**src/rtl/ps2_mouse_sequencer_if.sv**
```systemverilog
// PS/2 transmitter, receiver and decoded-packet signals
// shared by the mouse init sequencer and its PHY side.
interface ps2_mouse_sequencer_if;
  logic [7:0] tx_data;
  logic       tx_start;
  logic       tx_busy;
  logic       tx_ack;
  logic       tx_error;
  logic [7:0] rx_data;
  logic       rx_valid;
  logic       pkt_valid;
  logic [2:0] pkt_btn;
  logic [8:0] pkt_dx;
  logic [8:0] pkt_dy;
  logic [1:0] pkt_ovf;

  modport master (
    output tx_data, tx_start,
    input  tx_busy, tx_ack, tx_error,
    input  rx_data, rx_valid,
    output pkt_valid, pkt_btn, pkt_dx, pkt_dy, pkt_ovf
  );

  modport slave (
    input  tx_data, tx_start,
    output tx_busy, tx_ack, tx_error,
    output rx_data, rx_valid,
    input  pkt_valid, pkt_btn, pkt_dx, pkt_dy, pkt_ovf
  );
endinterface

```
**src/rtl/ps2_mouse_sequencer.sv**
```systemverilog
// PS/2 mouse bring-up sequencer: reset/BAT/ID, rate and
// resolution setup, stream enable, then 3-byte packet assembly.
module ps2_mouse_sequencer #(
  parameter int BOOT_DLY  = 2700000,
  parameter int RSP_TMO   = 540000,
  parameter int MAX_RETRY = 3,
  parameter int PKT_TMO   = 54000
) (
  input  logic       clk,
  input  logic       rst,
  input  logic [7:0] cfg_rate,
  input  logic [1:0] cfg_res,
  ps2_mouse_sequencer_if.master bus,
  output logic       init_done,
  output logic       init_fail,
  output logic [3:0] seq_state
);

  localparam logic [3:0] S_BOOT     = 4'd0;
  localparam logic [3:0] S_SEND     = 4'd1;
  localparam logic [3:0] S_WAIT_TX  = 4'd2;
  localparam logic [3:0] S_WAIT_RSP = 4'd3;
  localparam logic [3:0] S_WAIT_BAT = 4'd4;
  localparam logic [3:0] S_WAIT_ID  = 4'd5;
  localparam logic [3:0] S_STREAM   = 4'd6;
  localparam logic [3:0] S_FAIL     = 4'd7;

  localparam logic [31:0] BOOT_LAST =
    (BOOT_DLY > 0) ? 32'(BOOT_DLY - 1) : 32'd0;
  localparam logic [31:0] RSP_T = 32'(RSP_TMO);
  localparam logic [31:0] BAT_T = 32'(16 * RSP_TMO);
  localparam logic [31:0] PKT_T = 32'(PKT_TMO);
  localparam logic [7:0]  R_MAX = 8'(MAX_RETRY);

  logic [3:0]  state_q, state_d;
  logic [31:0] cnt_q, cnt_d;
  logic [2:0]  idx_q, idx_d;
  logic [7:0]  retry_q, retry_d;
  logic [7:0]  rate_q, rate_d;
  logic [1:0]  res_q, res_d;
  logic [7:0]  txd_q, txd_d;
  logic        txs_q, txs_d;
  logic        bsy_q, bsy_d;
  logic [1:0]  pb_q, pb_d;
  logic [7:0]  b0_q, b0_d;
  logic [7:0]  b1_q, b1_d;
  logic [31:0] gap_q, gap_d;
  logic        pv_q, pv_d;
  logic [2:0]  btn_q, btn_d;
  logic [8:0]  dx_q, dx_d;
  logic [8:0]  dy_q, dy_d;
  logic [1:0]  ovf_q, ovf_d;
  logic [7:0]  cmd_byte;
  logic        retry_req;
  logic        fe_req;

  always_comb begin
    cmd_byte = 8'h00;
    unique case (idx_q)
      3'd0:    cmd_byte = 8'hFF;
      3'd1:    cmd_byte = 8'hF3;
      3'd2:    cmd_byte = rate_q;
      3'd3:    cmd_byte = 8'hE8;
      3'd4:    cmd_byte = {6'b0, res_q};
      3'd5:    cmd_byte = 8'hF4;
      default: cmd_byte = 8'h00;
    endcase
  end

  always_comb begin
    state_d   = state_q;
    cnt_d     = cnt_q;
    idx_d     = idx_q;
    retry_d   = retry_q;
    rate_d    = rate_q;
    res_d     = res_q;
    txd_d     = txd_q;
    txs_d     = 1'b0;
    bsy_d     = bsy_q;
    pb_d      = pb_q;
    b0_d      = b0_q;
    b1_d      = b1_q;
    gap_d     = gap_q;
    pv_d      = 1'b0;
    btn_d     = btn_q;
    dx_d      = dx_q;
    dy_d      = dy_q;
    ovf_d     = ovf_q;
    retry_req = 1'b0;
    fe_req    = 1'b0;
    unique case (state_q)
      S_BOOT: begin
        if (cnt_q >= BOOT_LAST) begin
          rate_d  = cfg_rate;
          res_d   = cfg_res;
          idx_d   = 3'd0;
          retry_d = 8'd0;
          cnt_d   = 32'd0;
          state_d = S_SEND;
        end else begin
          cnt_d = cnt_q + 32'd1;
        end
      end
      S_SEND: begin
        if (!bus.tx_busy) begin
          txd_d   = cmd_byte;
          txs_d   = 1'b1;
          bsy_d   = 1'b0;
          cnt_d   = RSP_T;
          state_d = S_WAIT_TX;
        end
      end
      S_WAIT_TX: begin
        if (bus.tx_busy) bsy_d = 1'b1;
        // ack/error only count once busy has been seen for this byte
        if (bsy_q && !bus.tx_busy) begin
          if (bus.tx_ack && !bus.tx_error) begin
            cnt_d   = RSP_T;
            state_d = S_WAIT_RSP;
          end else begin
            retry_req = 1'b1;
          end
        end else if (cnt_q == 32'd0) begin
          retry_req = 1'b1;
        end else begin
          cnt_d = cnt_q - 32'd1;
        end
      end
      S_WAIT_RSP: begin
        if (bus.rx_valid) begin
          if (bus.rx_data == 8'hFA) begin
            if (idx_q == 3'd0) begin
              cnt_d   = BAT_T;
              state_d = S_WAIT_BAT;
            end else if (idx_q == 3'd5) begin
              pb_d    = 2'd0;
              gap_d   = 32'd0;
              state_d = S_STREAM;
            end else begin
              idx_d   = idx_q + 3'd1;
              retry_d = 8'd0;
              state_d = S_SEND;
            end
          end else if (bus.rx_data == 8'hFE) begin
            fe_req = 1'b1;
          end else begin
            retry_req = 1'b1;
          end
        end else if (cnt_q == 32'd0) begin
          retry_req = 1'b1;
        end else begin
          cnt_d = cnt_q - 32'd1;
        end
      end
      S_WAIT_BAT: begin
        if (bus.rx_valid) begin
          if (bus.rx_data == 8'hAA) begin
            cnt_d   = RSP_T;
            state_d = S_WAIT_ID;
          end else begin
            idx_d     = 3'd0;
            retry_req = 1'b1;
          end
        end else if (cnt_q == 32'd0) begin
          idx_d     = 3'd0;
          retry_req = 1'b1;
        end else begin
          cnt_d = cnt_q - 32'd1;
        end
      end
      S_WAIT_ID: begin
        if (bus.rx_valid) begin
          idx_d   = 3'd1;
          retry_d = 8'd0;
          state_d = S_SEND;
        end else if (cnt_q == 32'd0) begin
          idx_d     = 3'd0;
          retry_req = 1'b1;
        end else begin
          cnt_d = cnt_q - 32'd1;
        end
      end
      S_STREAM: begin
        if (bus.rx_valid) begin
          gap_d = 32'd0;
          unique case (pb_q)
            2'd0: begin
              if (bus.rx_data[3]) begin
                b0_d = bus.rx_data;
                pb_d = 2'd1;
              end
            end
            2'd1: begin
              b1_d = bus.rx_data;
              pb_d = 2'd2;
            end
            default: begin
              pv_d  = 1'b1;
              btn_d = b0_q[2:0];
              dx_d  = {b0_q[4], b1_q};
              dy_d  = {b0_q[5], bus.rx_data};
              ovf_d = {b0_q[7], b0_q[6]};
              pb_d  = 2'd0;
            end
          endcase
        end else if (pb_q != 2'd0) begin
          if (gap_q >= PKT_T) begin
            pb_d  = 2'd0;
            gap_d = 32'd0;
          end else begin
            gap_d = gap_q + 32'd1;
          end
        end
      end
      S_FAIL: begin
        state_d = S_FAIL;
      end
      default: begin
        state_d = S_BOOT;
      end
    endcase
    if (retry_req || fe_req) begin
      if (retry_q == R_MAX) begin
        state_d = S_FAIL;
      end else begin
        retry_d = retry_q + 8'd1;
        state_d = S_SEND;
        // a rejected argument byte must be preceded by its command again
        if (fe_req && (idx_q == 3'd2 || idx_q == 3'd4))
          idx_d = idx_q - 3'd1;
      end
    end
  end

  always_ff @(posedge clk or posedge rst) begin
    if (rst) begin
      state_q <= S_BOOT;
      cnt_q   <= 32'd0;
      idx_q   <= 3'd0;
      retry_q <= 8'd0;
      rate_q  <= 8'd0;
      res_q   <= 2'd0;
      txd_q   <= 8'd0;
      txs_q   <= 1'b0;
      bsy_q   <= 1'b0;
      pb_q    <= 2'd0;
      b0_q    <= 8'd0;
      b1_q    <= 8'd0;
      gap_q   <= 32'd0;
      pv_q    <= 1'b0;
      btn_q   <= 3'd0;
      dx_q    <= 9'd0;
      dy_q    <= 9'd0;
      ovf_q   <= 2'd0;
    end else begin
      state_q <= state_d;
      cnt_q   <= cnt_d;
      idx_q   <= idx_d;
      retry_q <= retry_d;
      rate_q  <= rate_d;
      res_q   <= res_d;
      txd_q   <= txd_d;
      txs_q   <= txs_d;
      bsy_q   <= bsy_d;
      pb_q    <= pb_d;
      b0_q    <= b0_d;
      b1_q    <= b1_d;
      gap_q   <= gap_d;
      pv_q    <= pv_d;
      btn_q   <= btn_d;
      dx_q    <= dx_d;
      dy_q    <= dy_d;
      ovf_q   <= ovf_d;
    end
  end

  assign bus.tx_data   = txd_q;
  assign bus.tx_start  = txs_q;
  assign bus.pkt_valid = pv_q;
  assign bus.pkt_btn   = btn_q;
  assign bus.pkt_dx    = dx_q;
  assign bus.pkt_dy    = dy_q;
  assign bus.pkt_ovf   = ovf_q;
  assign init_done     = (state_q == S_STREAM);
  assign init_fail     = (state_q == S_FAIL);
  assign seq_state     = state_q;

endmodule

```
**src/flat_wrapper.sv**
```systemverilog
// flat-port wrapper written by rule: the top's interface ports become plain ports
module ps2_mouse_sequencer_flat 
#(
  parameter int BOOT_DLY  = 2700000,
  parameter int RSP_TMO   = 540000,
  parameter int MAX_RETRY = 3,
  parameter int PKT_TMO   = 54000
)
  (clk, rst, cfg_rate, cfg_res, init_done, init_fail, seq_state, bus_tx_data, bus_tx_start, bus_tx_busy, bus_tx_ack, bus_tx_error, bus_rx_data, bus_rx_valid, bus_pkt_valid, bus_pkt_btn, bus_pkt_dx, bus_pkt_dy, bus_pkt_ovf);
  ps2_mouse_sequencer_if bus_i ();
  input  logic clk;
  input  logic rst;
  input  logic [7:0] cfg_rate;
  input  logic [1:0] cfg_res;
  output logic init_done;
  output logic init_fail;
  output logic [3:0] seq_state;
  output wire logic [$bits(bus_i.tx_data)-1:0] bus_tx_data;
  output wire logic [$bits(bus_i.tx_start)-1:0] bus_tx_start;
  input wire logic [$bits(bus_i.tx_busy)-1:0] bus_tx_busy;
  input wire logic [$bits(bus_i.tx_ack)-1:0] bus_tx_ack;
  input wire logic [$bits(bus_i.tx_error)-1:0] bus_tx_error;
  input wire logic [$bits(bus_i.rx_data)-1:0] bus_rx_data;
  input wire logic [$bits(bus_i.rx_valid)-1:0] bus_rx_valid;
  output wire logic [$bits(bus_i.pkt_valid)-1:0] bus_pkt_valid;
  output wire logic [$bits(bus_i.pkt_btn)-1:0] bus_pkt_btn;
  output wire logic [$bits(bus_i.pkt_dx)-1:0] bus_pkt_dx;
  output wire logic [$bits(bus_i.pkt_dy)-1:0] bus_pkt_dy;
  output wire logic [$bits(bus_i.pkt_ovf)-1:0] bus_pkt_ovf;
  assign bus_tx_data = bus_i.tx_data;
  assign bus_tx_start = bus_i.tx_start;
  assign bus_i.tx_busy = bus_tx_busy;
  assign bus_i.tx_ack = bus_tx_ack;
  assign bus_i.tx_error = bus_tx_error;
  assign bus_i.rx_data = bus_rx_data;
  assign bus_i.rx_valid = bus_rx_valid;
  assign bus_pkt_valid = bus_i.pkt_valid;
  assign bus_pkt_btn = bus_i.pkt_btn;
  assign bus_pkt_dx = bus_i.pkt_dx;
  assign bus_pkt_dy = bus_i.pkt_dy;
  assign bus_pkt_ovf = bus_i.pkt_ovf;
  ps2_mouse_sequencer #(.BOOT_DLY(BOOT_DLY), .RSP_TMO(RSP_TMO), .MAX_RETRY(MAX_RETRY), .PKT_TMO(PKT_TMO)) u_core (.clk(clk), .rst(rst), .cfg_rate(cfg_rate), .cfg_res(cfg_res), .bus(bus_i), .init_done(init_done), .init_fail(init_fail), .seq_state(seq_state));
endmodule
```
**config.mk**
```make
export PLATFORM = sky130hd
export DESIGN_NAME = ps2_mouse_sequencer_flat
export DESIGN_NICKNAME = d
export VERILOG_FILES = /design/src/rtl/ps2_mouse_sequencer_if.sv /design/src/rtl/ps2_mouse_sequencer.sv /design/src/flat_wrapper.sv
export SDC_FILE = /design/constraint.sdc
export NUM_CORES = 1
export LEC_CHECK = 0
export CORE_ASPECT_RATIO = 0.6
export CORE_MARGIN = 8
export CORE_UTILIZATION = 45
export CTS_CLUSTER_DIAMETER = 200
export DETAILED_ROUTE_END_ITERATION = 8
export HOLD_SLACK_MARGIN = 0.03
export SLEW_MARGIN = 5
export SYNTH_ARGS = -nofsm -noshare
export SYNTH_HDL_FRONTEND = slang
export SYNTH_SLANG_ARGS = --single-unit
export TNS_END_PERCENT = 10
```
**constraint.sdc**
```tcl
create_clock -name clk -period 7.8 [get_ports clk]
set_input_delay 0.78 -clock clk [delete_from_list [all_inputs] [get_ports clk]]
set_output_delay 0.78 -clock clk [all_outputs]
set_load 0.03 [all_outputs]
```
==> flow_metrics.env <==
export IMPL_status="complete, no violations"
export IMPL_avgSynthCellArea_sq_um=9.225
export IMPL_cp_top_family="simple AND/OR/NAND/NOR gates"
export IMPL_cts_setup_buffers=0
export IMPL_drtPass1Iterations=5
export IMPL_crit_fanout=15
export IMPL_hold_path_startpoint="u_core.rate_q[2]$_DFFE_PP0P_"
export IMPL_wl_per_cell_um=20.08
export IMPL_cts_reportedPaths_clkPinSlew_ps=60
export IMPL_power_leakage_nw=4.043
export IMPL_vias=7280
export IMPL_yosysSeqAreaShare=0.4194
export IMPL_drtAntennaViolNets=0
export IMPL_cpPeakStageDelay_ps=790
export IMPL_holdCritPathClass="reg2reg"
export IMPL_post_route_min_period_ps=3827
export IMPL_fin_crit_sh=0.4906
export IMPL_drv_slew=0
export IMPL_finalPower_w=0.003446
export IMPL_top_level_ports=63
export IMPL_insertion_delay_ps=420
export IMPL_clock_path_buffers=2
export IMPL_register_area_sq_mm=0.003478
export IMPL_hpwl_mm=16.75
export IMPL_die_h_um=121.2
export IMPL_wl_mm=23.53
export IMPL_final_hold_violation_count=0
export IMPL_slew_headroom=0.2093
export IMPL_power_density_mw_per_mm2=362.0
export IMPL_n_fill_cell=1614
export IMPL_drc=0
export IMPL_start_util=0.4590
export IMPL_gp_routability_congestion=0.8949
export IMPL_clock_skew_ps=7.606
export IMPL_syn_nets=935
export IMPL_fmax_mhz=261.3
export IMPL_critical_path_startpoint="u_core.idx_q[0]$_DFF_PP0_"
export IMPL_multi_input_area_sq_mm=0.004433
export IMPL_fin_nets=956
export IMPL_fp_dieW_um=191.3
export IMPL_required_ps=8160
export IMPL_grt_max_degree=74
export IMPL_cp_start_kind="register"
export IMPL_htreeDepth=4
export IMPL_synthCells=899
export IMPL_finalSetupViolCount=0
export IMPL_drt_iter0_markers=886
export IMPL_numPortBuffers=61
export IMPL_cts_buffers=17
export IMPL_dpl_cell_count=1141
export IMPL_place_ws_ps=3691
export IMPL_maxCapViolations=0
export IMPL_gr_total_overflow=0
export IMPL_setup_tns_final_ps=0
export IMPL_cts_sinks=139
export IMPL_async_flop_share=1.000
export IMPL_cts_resized=0
export IMPL_grt_antenna_before_repair=0
export IMPL_synth_edff_count=0
export IMPL_area_growth_pct=14.80
export IMPL_coreArea_sq_mm=0.01807
export IMPL_worst_setup_path_type="reg2reg"
export IMPL_cts_tree="yes"
export IMPL_stdcell_count=1172
export IMPL_grt_pass1_wl_mm=37.78
export IMPL_end_kind="register"
export IMPL_crit_path_cell_trace="inv_1, ha_1, nor2b_1, o41ai_1, nand4_1, nor3_1, and3_1, o21a_1"
export IMPL_grt_usage=0.2045
export IMPL_synth_cell_types=88
export IMPL_layout_drive_gt1_share=0.1105
export IMPL_crit_buf_inv=1
export IMPL_ys_warn_count=0
export IMPL_holdBufCountCts=0
export IMPL_grt_pass1_vias=6799
export IMPL_via_per_inst=6.212
export IMPL_cts_root_buffer="clkbuf_16"
export IMPL_synth_seq_cells=139
export IMPL_stdcell_area_sq_mm=0.009520
export IMPL_synth_ff_type="dfrtp_1"
export IMPL_antenna_cells=0
export IMPL_rows=38
export IMPL_dieArea_sq_mm=0.02317
export IMPL_crit_slowest_cell="nor3_1"
export IMPL_irDropWorstVdd_uv=198.5
export IMPL_tightestPinTransition_ps=1183
export IMPL_fin_ws_ps=3973
export IMPL_synth_area_sq_mm=0.008293
export IMPL_placed_area_sq_mm=0.008962
export IMPL_rsz0062_at_grt="false"
export IMPL_arrival_ps=4180
export IMPL_reg2reg_from="u_core.idx_q[0]$_DFF_PP0_"
layout make-up:
type | instances | share of cell area
timing repair buffer | 65 | 0.06729
tap | 240 | 0.03154
clock inverter | 6 | 0.006571
inverter | 28 | 0.01157
clock buffer | 25 | 0.05204
sequential | 139 | 0.3654
multi-input combinational | 669 | 0.4656
cell usage in the layout, fill, tap and decap left out, types with 9 or more instances in the layout:
| cell type | count |
|---|---|
| nor2b_1 | 9 |
| xnor2_1 | 14 |
| a21o_1 | 10 |
| nand3_1 | 36 |
| nor3_1 | 38 |
| o21a_1 | 16 |
| clkdlybuf4s50_1 | 61 |
| and3_1 | 21 |
| mux2_2 | 38 |
| dfrtp_1 | 139 |
| ha_1 | 12 |
| clkbuf_16 | 17 |
| mux2_1 | 10 |
| a21oi_1 | 52 |
| a31oi_1 | 19 |
| nand2_1 | 61 |
| nor2_1 | 77 |
| nand4_1 | 14 |
| o21ai_0 | 35 |
| nor4_1 | 26 |
| o21ai_1 | 9 |
| inv_1 | 26 |
synth_stat cells, types with 9 or more instances:
cell      number  area [sq um]
ha_1          12         150.1
nand4_1       14         87.58
nand3_1       36         180.2
nor3_1        38         190.2
and3_1        21         131.4
nor2b_1        9         56.30
a21o_1        10         75.07
o21ai_1        9         45.04
nor4_1        26         162.7
mux2_2        38         427.9
a31oi_1       19         118.9
clkbuf_1      44         165.2
o21ai_0       35         175.2
buf_2         11         55.05
inv_1         27         101.4
xnor2_1       14         122.6
dfrtp_1      139          3478
nand2_1       61         229.0
o21a_1        16         120.1
nor2_1        77         289.0
mux2_1        10         112.6
a21oi_1       52         260.3
final timing paths:
path / slack [ps] / to / cells after the start
min in group asynchronous: 820 / u_core.bus.pkt_valid$_DFF_PP0_ / 2
worst max-delay path: 3970 / u_core.gap_q[27]$_DFFE_PP0P_ / 8
worst max register to register: 3970 / u_core.gap_q[27]$_DFFE_PP0P_ / 8
max in group asynchronous: 5600 / u_core.retry_q[5]$_DFF_PP0_ / 3
worst min-delay path: 490 / u_core.rate_q[2]$_DFFE_PP0P_ / 1
worst min register to register: 490 / u_core.rate_q[2]$_DFFE_PP0P_ / 1
power by group:
group | total, W | switching, W | internal [W]
clock network | 0.000772 | 0.000302 | 0.000469
logic | 0.00148 | 0.000899 | 0.000579
registers | 0.00120 | 0.000289 | 0.000907
registers in the layout, summed over array words and instances, names as in the netlist, 7 cells and up:
register	flops
u_core.b0_q	7
u_core.b1_q	8
u_core.bus.pkt_dx	9
u_core.bus.pkt_dy	9
u_core.bus.tx_data	8
u_core.cnt_q	32
u_core.gap_q	32
u_core.rate_q	8
u_core.retry_q	8
metal layers:
metal,part of all wire,wire length [um],track usage
met1,0.51,11920,0.3153
met2,0.38,9009,0.2613
met3,0.10,2377,0.07262
met4,0.0094,221,0.04885
met5,0,0,0
worst reg2reg max path: cells and delay by family (launching register included):
kind | cells | cell delay (ps)
adder cells (fa/ha/maj) | 1 | 350
flip-flops | 1 | 510
AND/OR/NAND/NOR | 4 | 2050
buffers and inverters | 1 | 150
AO/OA/AOI/OAI | 2 | 700
cell families after synthesis:
| family | share of synthesized area |
|---|---|
| AO/OA/AOI/OAI | 0.1978 |
| buffers and inverters | 0.04602 |
| XOR/XNOR | 0.02218 |
| other | 0.0004522 |
| AND/OR/NAND/NOR | 0.2296 |
| multiplexers | 0.06639 |
| adder cells (fa/ha/maj) | 0.01810 |
| flip-flops | 0.4194 |
metrics by stage:
step | hold slack [ps] | utilization
floorplan | 458.0 | -
global placement | 471.9 | 0.4961
detailed placement | 479.3 | 0.4961
CTS | 492.0 | 0.5269
global route | 518.5 | 0.5269
finish | 489.5 | 0.5269
Power figures use the tool's default switching activity.
